==> src/rtl/dmem_arbiter.sv <==
// Round-robin arbiter sharing one data-memory port between the instruction cache (port 0)
// and the data cache (port 1). It grants one whole transaction at a time, inserts an idle gap after each, and has a hang watchdog.
module dmem_arbiter #(
  parameter int unsigned ADDR_W   = 32,
  parameter int unsigned DATA_W   = 256,
  parameter int unsigned MAX_WAIT = 64
) (
  input  logic              clk_i,
  input  logic              rst_i,
  input  logic              p0_enable_i,
  input  logic              p0_write_i,
  input  logic [ADDR_W-1:0] p0_addr_i,
  input  logic [DATA_W-1:0] p0_data_i,
  output logic              p0_ack_o,
  input  logic              p1_enable_i,
  input  logic              p1_write_i,
  input  logic [ADDR_W-1:0] p1_addr_i,
  input  logic [DATA_W-1:0] p1_data_i,
  output logic              p1_ack_o,
  input  logic [DATA_W-1:0] mem_data_i,
  input  logic              mem_ack_i,
  output logic              mem_enable_o,
  output logic              mem_write_o,
  output logic [ADDR_W-1:0] mem_addr_o,
  output logic [DATA_W-1:0] mem_data_o,
  output logic [DATA_W-1:0] rd_data_o,
  output logic              busy_o,
  output logic              timeout_o
);

  localparam int unsigned CNT_W = 16;
  localparam logic [CNT_W-1:0] WAIT_LAST = CNT_W'(MAX_WAIT - 1);
  localparam logic [CNT_W-1:0] WAIT_SAT  = '1;

  typedef enum logic [1:0] {
    IDLE   = 2'd0,
    GRANT0 = 2'd1,
    GRANT1 = 2'd2
  } state_t;

  state_t           state, state_nxt;
  logic             last_grant, last_grant_nxt;
  logic [CNT_W-1:0] wait_cnt, wait_cnt_nxt;
  logic             timeout_nxt;
  logic             in_grant;
  logic             cur_enable;
  logic             cur_id;

  // Read data is broadcast to both requesters without registering.
  assign rd_data_o = mem_data_i;

  always_ff @(posedge clk_i) begin
    if (rst_i) begin
      state      <= IDLE;
      last_grant <= 1'b1;
      wait_cnt   <= '0;
      timeout_o  <= 1'b0;
    end else begin
      state      <= state_nxt;
      last_grant <= last_grant_nxt;
      wait_cnt   <= wait_cnt_nxt;
      timeout_o  <= timeout_nxt;
    end
  end

  always_comb begin
    state_nxt      = state;
    last_grant_nxt = last_grant;
    wait_cnt_nxt   = wait_cnt;
    timeout_nxt    = timeout_o;
    mem_enable_o   = 1'b0;
    mem_write_o    = 1'b0;
    mem_addr_o     = '0;
    mem_data_o     = '0;
    p0_ack_o       = 1'b0;
    p1_ack_o       = 1'b0;
    busy_o         = 1'b0;
    in_grant       = 1'b0;
    cur_enable     = 1'b0;
    cur_id         = 1'b0;

    case (state)
      IDLE: begin
        // On a tie the port not served last wins; a spurious mem_ack_i is ignored here.
        if (p0_enable_i && p1_enable_i) begin
          state_nxt = last_grant ? GRANT0 : GRANT1;
        end else if (p0_enable_i) begin
          state_nxt = GRANT0;
        end else if (p1_enable_i) begin
          state_nxt = GRANT1;
        end
      end
      GRANT0: begin
        mem_enable_o = p0_enable_i;
        mem_write_o  = p0_write_i;
        mem_addr_o   = p0_addr_i;
        mem_data_o   = p0_data_i;
        p0_ack_o     = mem_ack_i;
        busy_o       = 1'b1;
        in_grant     = 1'b1;
        cur_enable   = p0_enable_i;
        cur_id       = 1'b0;
      end
      GRANT1: begin
        mem_enable_o = p1_enable_i;
        mem_write_o  = p1_write_i;
        mem_addr_o   = p1_addr_i;
        mem_data_o   = p1_data_i;
        p1_ack_o     = mem_ack_i;
        busy_o       = 1'b1;
        in_grant     = 1'b1;
        cur_enable   = p1_enable_i;
        cur_id       = 1'b1;
      end
      default: state_nxt = IDLE;
    endcase

    // Completion or abort ends the grant; otherwise keep waiting and watch for a hang.
    if (in_grant) begin
      if (wait_cnt == WAIT_LAST && !mem_ack_i) begin
        timeout_nxt = 1'b1;
      end
      if (mem_ack_i || !cur_enable) begin
        state_nxt      = IDLE;
        last_grant_nxt = cur_id;
        wait_cnt_nxt   = '0;
      end else if (wait_cnt != WAIT_SAT) begin
        wait_cnt_nxt = wait_cnt + CNT_W'(1);
      end
    end
  end

endmodule

==> config.mk <==
export PLATFORM = sky130hd
export DESIGN_NAME = dmem_arbiter
export DESIGN_NICKNAME = d
export VERILOG_FILES = /design/src/rtl/dmem_arbiter.sv
export SDC_FILE = /design/constraint.sdc
export NUM_CORES = 1
export LEC_CHECK = 0
export ABC_AREA = 1
export BUFFER_PORTS_ARGS = -buffer_cell sky130_fd_sc_hd__buf_2
export CORE_AREA = 2 2 540 542
export DETAILED_ROUTE_END_ITERATION = 10
export DIE_AREA = 0 0 542 544
export GPL_TIMING_DRIVEN = 0
export PLACE_DENSITY = 0.3
export SKIP_LAST_GASP = 1
export SYNTH_ARGS = -nofsm -noshare
export SYNTH_HDL_FRONTEND = slang
export SYNTH_SLANG_ARGS = --single-unit
==> constraint.sdc <==
create_clock -name clk_i -period 1.65 [get_ports clk_i]
set_clock_uncertainty 0.05 [all_clocks]
set_input_delay 0 -clock clk_i [delete_from_list [all_inputs] [get_ports clk_i]]
set_output_delay 0 -clock clk_i [all_outputs]
set_load 0.03 [all_outputs]
## After elaboration in Yosys (flattened, before gate mapping)

Index checks and enable logic that the tools add are counted.

- Output and inout port bits: 550
- Word-level logic and storage cells: 37
- Bits in registers: 20

- Add/subtract/negate cells: 1
- Reductions and logical operators: 11
- Equality and inequality tests: 4
- Muxes and demuxes: 17

Operators with widths:

| operator | count |
|---|---|
| one-hot mux 256 bit (2 select lines) | 1 |
| one-hot mux 32 bit (2 select lines) | 1 |
| 2-to-1 mux 16 bit | 2 |
| adder 16 x 1 -> 16 bit (second input constant) | 1 |
| == test 16 x 6 -> 1 bit (second input constant) | 1 |
| inequality test 16 bit (second input constant) | 1 |
| 2-to-1 mux 2 bit | 6 |
| AND reduction 2 bit | 3 |
| 2-to-1 mux 1 bit | 4 |
| one-hot mux 1 bit (2 select lines) | 2 |
| one-hot mux 2 bit (2 select lines) | 1 |
| == test 2 x 1 -> 1 bit (second input constant) | 1 |
| == test 2 bit (second input constant) | 1 |
| logical AND 1 bit | 2 |
| logical NOT 1 bit | 2 |
| logical NOT 2 bit | 1 |
| nonzero test 2 bit | 1 |
| OR reduction 2 bit | 1 |
| logical OR 1 bit | 1 |

## Longest topological paths before layout

Gate-level depths: netlist (run 1).

- Depth after elaboration: 6
- Mapped depth: 13

## Worst setup path before layout (run 1)

OpenSTA, ideal clock, no wires.

- Path kind: register -> output
- Start point: register state[0]
- End point: output mem_addr_o[0]
- Data required time: 1600 ps
- Data arrival time: 2046 ps
- Slack: -446 ps
- Cell stages (with the launch flop): 8
- Cells stage by stage: dfxtp_1 > inv_1 > ha_1 > buf_4 > inv_4 > clkbuf_1 > clkbuf_1 > a21oi_1

- Cells in the longest elaborated chain, start to end: 2
- Elaborated cells between the ends (all ways): 3
- Classes of those cells: eq/ne: 2; mux: 1

Ends and longest elaborated chain:

| element | line | text |
|---|---|---|
| start, declared | 41 | `state_t state, state_nxt;` |
| start signal, assigned | 59 | `state <= state_nxt;` |
| == test 2 bit or == test 2 x 1 -> 1 bit (tied branches) | 82 | `case (state)` |
| one-hot mux 32 bit (2 select lines) * | 82 |  |
| end, declared | 24 | `output logic [ADDR_W-1:0] mem_addr_o,` |

Mark *: on every way between the ends. The rest lies on a longest branch, timed or not.

## Final worst setup path (run 1)

- Start point: register state[1]
- End point: output mem_data_o[166]

- Cells in the longest elaborated chain, start to end: 2
- Elaborated cells between the ends (all ways): 3
- Classes of those cells: eq/ne: 2; mux: 1

Ends and longest elaborated chain:

| element | line | text |
|---|---|---|
| == test 2 bit or == test 2 x 1 -> 1 bit (tied branches) | 82 |  |
| one-hot mux 256 bit (2 select lines) * | 82 |  |
| end, declared | 25 | `output logic [DATA_W-1:0] mem_data_o,` |

Marks and branches as above.

==> results.json, run 1 <==
{
  "pin_count": 1389,
  "power.internal_uw": 15300,
  "synth_ff_type": "dfxtp_1",
  "yosysUniqueCellTypes": 29,
  "coreArea_sq_mm": 0.289,
  "fp.dieH_um": 544,
  "outcome": "finished, violations left",
  "finalSetupViolCount": 312,
  "yosys_warnings": 0,
  "floorplan.initialDensity": 0.0253,
  "hpwl_um": 206000,
  "peakVddDrop_uv": 1010,
  "arrival_ns": 2.09,
  "reg2reg_to": "wait_cnt[14]$_SDFFE_PP0P_",
  "critPathKind": "reg -> out",
  "routed-via-count": 16300,
  "synth.area.mux_share": 0,
  "syn_avg_cell_area_sq_um": 5.07,
  "worst_path_max_delay_cell": "dfxtp_4",
  "final_nets": 3530,
  "seqCellArea_sq_um": 408,
  "worstRegToRegCells": 13,
  "syn_inst": 1443,
  "final.setup.worst_slack_ns": -0.495,
  "synth_edf_count": 0,
  "ys_ff_latch": 20,
  "period_share": 1.30,
  "grt_pass1_wl_um": 252000,
  "die_x_um": 542,
  "cts_made_buffers": 3,
  "grt_setup_unrepaired": "true",
  "clockBufferDepth": 2,
  "synthAdderAreaFrac": 0.00685,
  "drc": 0,
  "switchingPower_uw": 25700,
  "cp_max_fo": 10,
  "violations": "setup timing",
  "final_layout_size_suffix_gt1_frac": 0.738,
  "path_delay_family": "buffers and inverters",
  "min_period_ns": 2.14,
  "synth-compound-area-share": 0.217,
  "rows": 198,
  "ys_async_sr_fraction": 0,
  "clk-insertion-delay-late_ns": 0.26,
  "multi_input_area_sq_mm": 0.00692,
  "dp_cells": 6375,
  "first_pass_iters": 6,
  "hold_violations": 0,
  "fillers": 34200,
  "synth_nets": 2286,
  "critical_path.endpoint_type": "primary output",
  "relSlewSlack": 0.478,
  "cts_tree": "built",
  "setup.worst_path.start": "state[1]$_SDFF_PP0_",
  "powerDensity_mw_per_mm2": 1640,
  "overflow": 0,
  "io_buffer_count": 1132,
  "path_depth": 8,
  "max_cap_violations": 0,
  "synth-simple-area-share": 0.386,
  "gp_routability_congestion": 0.957,
  "antenna_found_initial": 220,
  "clkPwrFrac": 0.017,
  "fin_setup_tns_ns": -103.68,
  "rrSetupSlack_ns": -0.39,
  "htreeDepth": 1,
  "ys_seq_area_frac": 0.0548,
  "die_area_sq_mm": 0.295,
  "clock-sinks": 20,
  "p_comb_frac": 0.969,
  "pre_cts_slack_ns": -2.96,
  "postRouteAntennaNets": 0,
  "max_stage_delay_ns": 0.36,
  "areaGrowthSynthToFinish_pct": 243,
  "path_cells": "buf_6 > ha_4 > clkbuf_16 > buf_4 > clkbuf_8 > nand2_1 > a21oi_4 > buf_6",
  "synth_xor_area_frac": 0,
  "timing.fmax_mhz": 466,
  "timing.critical_path.to": "mem_data_o[166]",
  "grt_pass1_vias": 15500,
  "synth_area_sq_mm": 0.00731,
  "drt_wl_total_um": 227000,
  "cts_root_buffer": "clkbuf_16",
  "power_frac_seq": 0.014,
  "grt_max_degree": 13,
  "final_common_cell": "buf_2",
  "drtIter0Drc": 1093,
  "p_leak_uw": 0.00975,
  "worst_path_most_repeated_cell": "buf_6",
  "viasPerCell": 2.48,
  "tightest_slew_ns": 0.782,
  "crit_path_start_kind": "flip-flop",
  "wl_per_cell_um": 34.6,
  "hold_class": "in -> reg",
  "r2r_start": "state[0]$_SDFF_PP0_",
  "final_cell_mix": "buf_2, nand2_1, buf_4",
  "cp_num_buf_inv": 5,
  "p_sw_frac": 0.628,
  "drv_slew": 0,
  "layoutNonFillerInstCount": 6568,
  "synth_top_family_by_area": "simple AND/OR/NAND/NOR gates",
  "crit_required_ns": 1.60,
  "grt_use_total": 0.143,
  "path_clk_slew_ns": 0.06
}
==> worst min-delay path by stage <==
stage,cells after the start,start,to
5_1_grt,3,p0_enable_i,state[0]$_SDFF_PP0_
2_1_floorplan,1,mem_data_i[0],rd_data_o[0]
6_report,3,p0_enable_i,state[0]$_SDFF_PP0_
3_5_place_dp,2,mem_data_i[190],rd_data_o[190]
3_3_place_gp,2,mem_data_i[68],rd_data_o[68]
4_1_cts,3,p0_enable_i,state[0]$_SDFF_PP0_
==> kinds of logic (layout without fill, tap and decap cells) <==
group	count (synthesis)	in the layout
buf+inv	389	1632
compound gates	310	310
simple gates	720	720
flops	20	20
fa+ha+maj	4	4
other cells	0	82
==> metal layers <==
metal  GRT usage  routed length, um
met1       0.180              93800
met2       0.224              96900
met3      0.0713              29500
met4      0.0184               5740
met5           0               1240
==> synth_stat cells, drive strengths merged, types with 4 or more instances <==
cell / number / share of area
nand2: 654 / 0.34
a21oi: 302 / 0.21
buf: 272 / 0.27
clkbuf: 84 / 0.043
inv: 33 / 0.018
nor2: 33 / 0.021
nand3: 24 / 0.018
dfxtp: 20 / 0.055
nand4: 7 / 0.0060
o21ai: 5 / 0.0034
ha: 4 / 0.0068
==> per-stage QoR <==
step | util | area [sq um] | hold slack (ns) | total power [uW]
finish | 0.0866 | 25000 | 0.0110 | 41000
global route | 0.0861 | 24900 | 0.0466 | 43100
CTS | 0.0780 | 22600 | 0.00316 | 36900
detailed placement | 0.0649 | 18800 | 0.201 | 26800
global placement | 0.0648 | 18800 | 0.203 | 25800
floorplan | - | 8340 | 0.0817 | 12800
==> area by class of cell <==
| cell class | instances | area share |
|---|---|---|
| clock buffers | 3 | 0.00300 |
| diodes | 82 | 0.00819 |
| well taps | 3800 | 0.190 |
| repair buffers | 1242 | 0.354 |
| inverters | 33 | 0.00604 |
| clock inverters | 1 | 0.00120 |
| flip-flops and latches | 20 | 0.0163 |
| plain buffers | 353 | 0.145 |
| multi-input cells | 1034 | 0.276 |
==> repair_timing <==
action,CTS,global route
hold buffers,0,0
gates cloned,15,15
resized for setup,777,526
buffers inserted,38,45
setup endpoints to repair,310,312
pin swaps,62,74
hold endpoints to repair,0,0
==> registers in the layout, indices dropped and copies added (netlist names) <==
| register | cells |
|---|---|
| wait_cnt | 16 |
| state | 2 |
| last_grant | 1 |
| timeout_o | 1 |
==> tightest hold or removal path, cell delays in order <==
cell and delay, ns:
buf_2 0.13, o2111ai_1 0.10, a21oi_1 0.06
==> power groups by stage <==
| stage | Sequential, uW | Combinational, uW | Clock (uW) |
|---|---|---|---|
| final | 593 | 39700 | 693 |
| after global routing | 597 | 41800 | 722 |
| after global placement | 575 | 25200 | 0 |
| after floorplan | 568 | 12200 | 0 |
| after CTS | 585 | 35600 | 713 |
| after detailed placement | 580 | 26200 | 0 |
Note: power is estimated with default switching activity, not from simulation.
==> inputs of run 2 (changes only) <==
--- a/config.mk
+++ b/config.mk
@@ -6,10 +6,10 @@
 export NUM_CORES = 1
 export LEC_CHECK = 0
 export ABC_AREA = 1
-export BUFFER_PORTS_ARGS = -buffer_cell sky130_fd_sc_hd__buf_2
-export CORE_AREA = 2 2 540 542
+export CORE_AREA = 2 2 546 548
 export DETAILED_ROUTE_END_ITERATION = 10
-export DIE_AREA = 0 0 542 544
+export DIE_AREA = 0 0 548 550
+export DONT_BUFFER_PORTS = 1
 export GPL_TIMING_DRIVEN = 0
 export PLACE_DENSITY = 0.3
 export SKIP_LAST_GASP = 1
==> run 2 against run 1 <==
The run ends with hold timing, setup timing left. Critical endpoint is now mem_data_o[93]. Largest cell class is now multi-input combinational cells. Non-clock buffer count down 1134. Critical path type unchanged. Maximum frequency fell by 15%. Cell count fell by 15%. Clock power is 24% lower. Largest power group unchanged. Hold slack got worse by 0.017 ns.
==> results.json, run 2 (same netlist as run 1, synthesis figures left out) <==
{
  "cp_max_fo": 8,
  "hold_violations": 1,
  "crit_path_start_kind": "flip-flop",
  "grt_max_degree": 12,
  "cts_tree": "built",
  "floorplan.initialDensity": 0.0247,
  "path_cells": "inv_4 > ha_4 > buf_8 > inv_16 > clkbuf_16 > clkbuf_16 > a21oi_4",
  "final_cell_mix": "nand2_1, buf_4, a21oi_4",
  "largest_registers": "wait_cnt (16), state (2)",
  "coreArea_sq_mm": 0.296,
  "die_x_um": 548,
  "clk-insertion-delay-late_ns": 0.26,
  "violations": "hold timing, setup timing",
  "met3_length_um": 28900,
  "path_clk_slew_ns": 0.06,
  "max_stage_delay_ns": 0.72,
  "outcome": "finished, violations left",
  "peakVddDrop_uv": 1750,
  "final.setup.worst_slack_ns": -0.863,
  "grt_use_total": 0.146,
  "timing.fmax_mhz": 398,
  "fillers": 34900,
  "crit_required_ns": 1.60,
  "clock-sinks": 20,
  "drtIter0Drc": 920,
  "p_leak_uw": 0.00420,
  "gp_routability_congestion": 1.01,
  "rows": 200,
  "largest_register_ffs": 16,
  "grt_setup_unrepaired": "true",
  "powerDensity_mw_per_mm2": 2150,
  "met1Wirelength_um": 98600,
  "largest_register": "wait_cnt",
  "drc": 0,
  "finalSetupViolCount": 312,
  "postRouteAntennaNets": 0,
  "io_buffer_count": 0,
  "drv_slew": 0,
  "routed-wl-met2_um": 96800,
  "pre_cts_slack_ns": -2.76,
  "htreeDepth": 1,
  "relSlewSlack": 0.330,
  "fin_setup_tns_ns": -196.98,
  "viasPerCell": 2.15,
  "clockBufferDepth": 2,
  "overflow": 0,
  "tightest_slew_ns": 1.00,
  "final_common_cell": "nand2_1",
  "routed-via-count": 12000,
  "final_nets": 2396,
  "fp.dieH_um": 550,
  "rrSetupSlack_ns": -0.56,
  "antenna_found_initial": 192,
  "hold_class": "in -> reg",
  "pin_count": 1389,
  "worst_path_most_repeated_cell": "clkbuf_16",
  "hpwl_um": 217000,
  "cts_made_buffers": 3,
  "period_share": 1.52,
  "arrival_ns": 2.46,
  "die_area_sq_mm": 0.301,
  "wl_per_cell_um": 41.8,
  "topRoutingLayerUsed": "met5",
  "drt_wl_total_um": 233000,
  "critical_path.endpoint_type": "primary output",
  "worst_path_max_delay_cell": "a21oi_4",
  "grt_pass1_vias": 11400,
  "hold_ws_ns": -0.00569,
  "critPathKind": "reg -> out",
  "final_layout_size_suffix_gt1_frac": 0.528,
  "max_cap_violations": 0,
  "min_period_ns": 2.51,
  "first_pass_iters": 5,
  "areaGrowthSynthToFinish_pct": 151,
  "grt_pass1_wl_um": 254000,
  "cts_root_buffer": "clkbuf_16"
}
run 2: cell count changes in the layout (fill, tap and decap cells not counted), sizes merged:
cell | before | now
buf | 1535 | 399
dlygate4sd3 | 0 | 5
clkbuf | 63 | 60
diode | 82 | 84
bufinv | 1 | 0
clkinv | 0 | 1
inv | 33 | 32
run 2: area by class of cell:
class | instances | area (sq um) | share of cell area
timing repair buffer | 109 | 1420 | 0.0772
multi-input combinational | 1034 | 7730 | 0.422
tap | 3939 | 4930 | 0.269
sequential | 20 | 405 | 0.0221
buffer | 352 | 3400 | 0.186
clock buffer | 3 | 75.1 | 0.00410
antenna | 84 | 210 | 0.0115
inverter | 33 | 158 | 0.00860
run 2: path summary, 6_finish.rpt:
kind,depth (start not counted),from,end
max,7,state[0]$_SDFF_PP0_,mem_data_o[93]
min,2,rst_i,last_grant$_SDFFE_PP1P_
max reg2reg,14,state[0]$_SDFF_PP0_,wait_cnt[4]$_SDFFE_PP0P_
min reg2reg,2,wait_cnt[1]$_SDFFE_PP0P_,wait_cnt[1]$_SDFFE_PP0P_
run 2: what timing repair did:
action / CTS / global route
buffers inserted: 33 / 52
gates resized for setup: 404 / 256
pin swaps: 47 / 39
hold buffers: 5 / 0
cloned: 5 / 6
endpoints found under the hold margin: 7 / 0
setup endpoints to repair: 312 / 312
run 2: worst max-delay path, delay by kind of cell (launching register included):
family,cells,cell delay [ns]
fa+ha+maj,1,0.37
flops,1,0.38
compound gates,1,0.72
buf+inv,5,0.60
run 2: report_power, final:
part	total (uW)	internal, uW	switching (uW)
Combinational	38300	11400	26900
Clock	524	321	204
Sequential	583	532	50.1
Total	39400	12300	27100
run 2: through the flow:
step	utilization	instances	cell area, sq um	power (uW)
after global placement	0.0449	5382	13300	25300
after floorplan	-	1443	8340	12800
after CTS	0.0562	5436	16600	35400
after global routing	0.0616	5530	18200	41200
after detailed placement	0.0468	5391	13800	27200
final	0.0620	5574	18300	39400
run 2: routing by layer:
metal / vias up / track usage
li1: 4653 / -
met1: 5607 / 0.181
met2: 1276 / 0.218
met3: 334 / 0.0768
met4: 100 / 0.0380
met5: - / 0
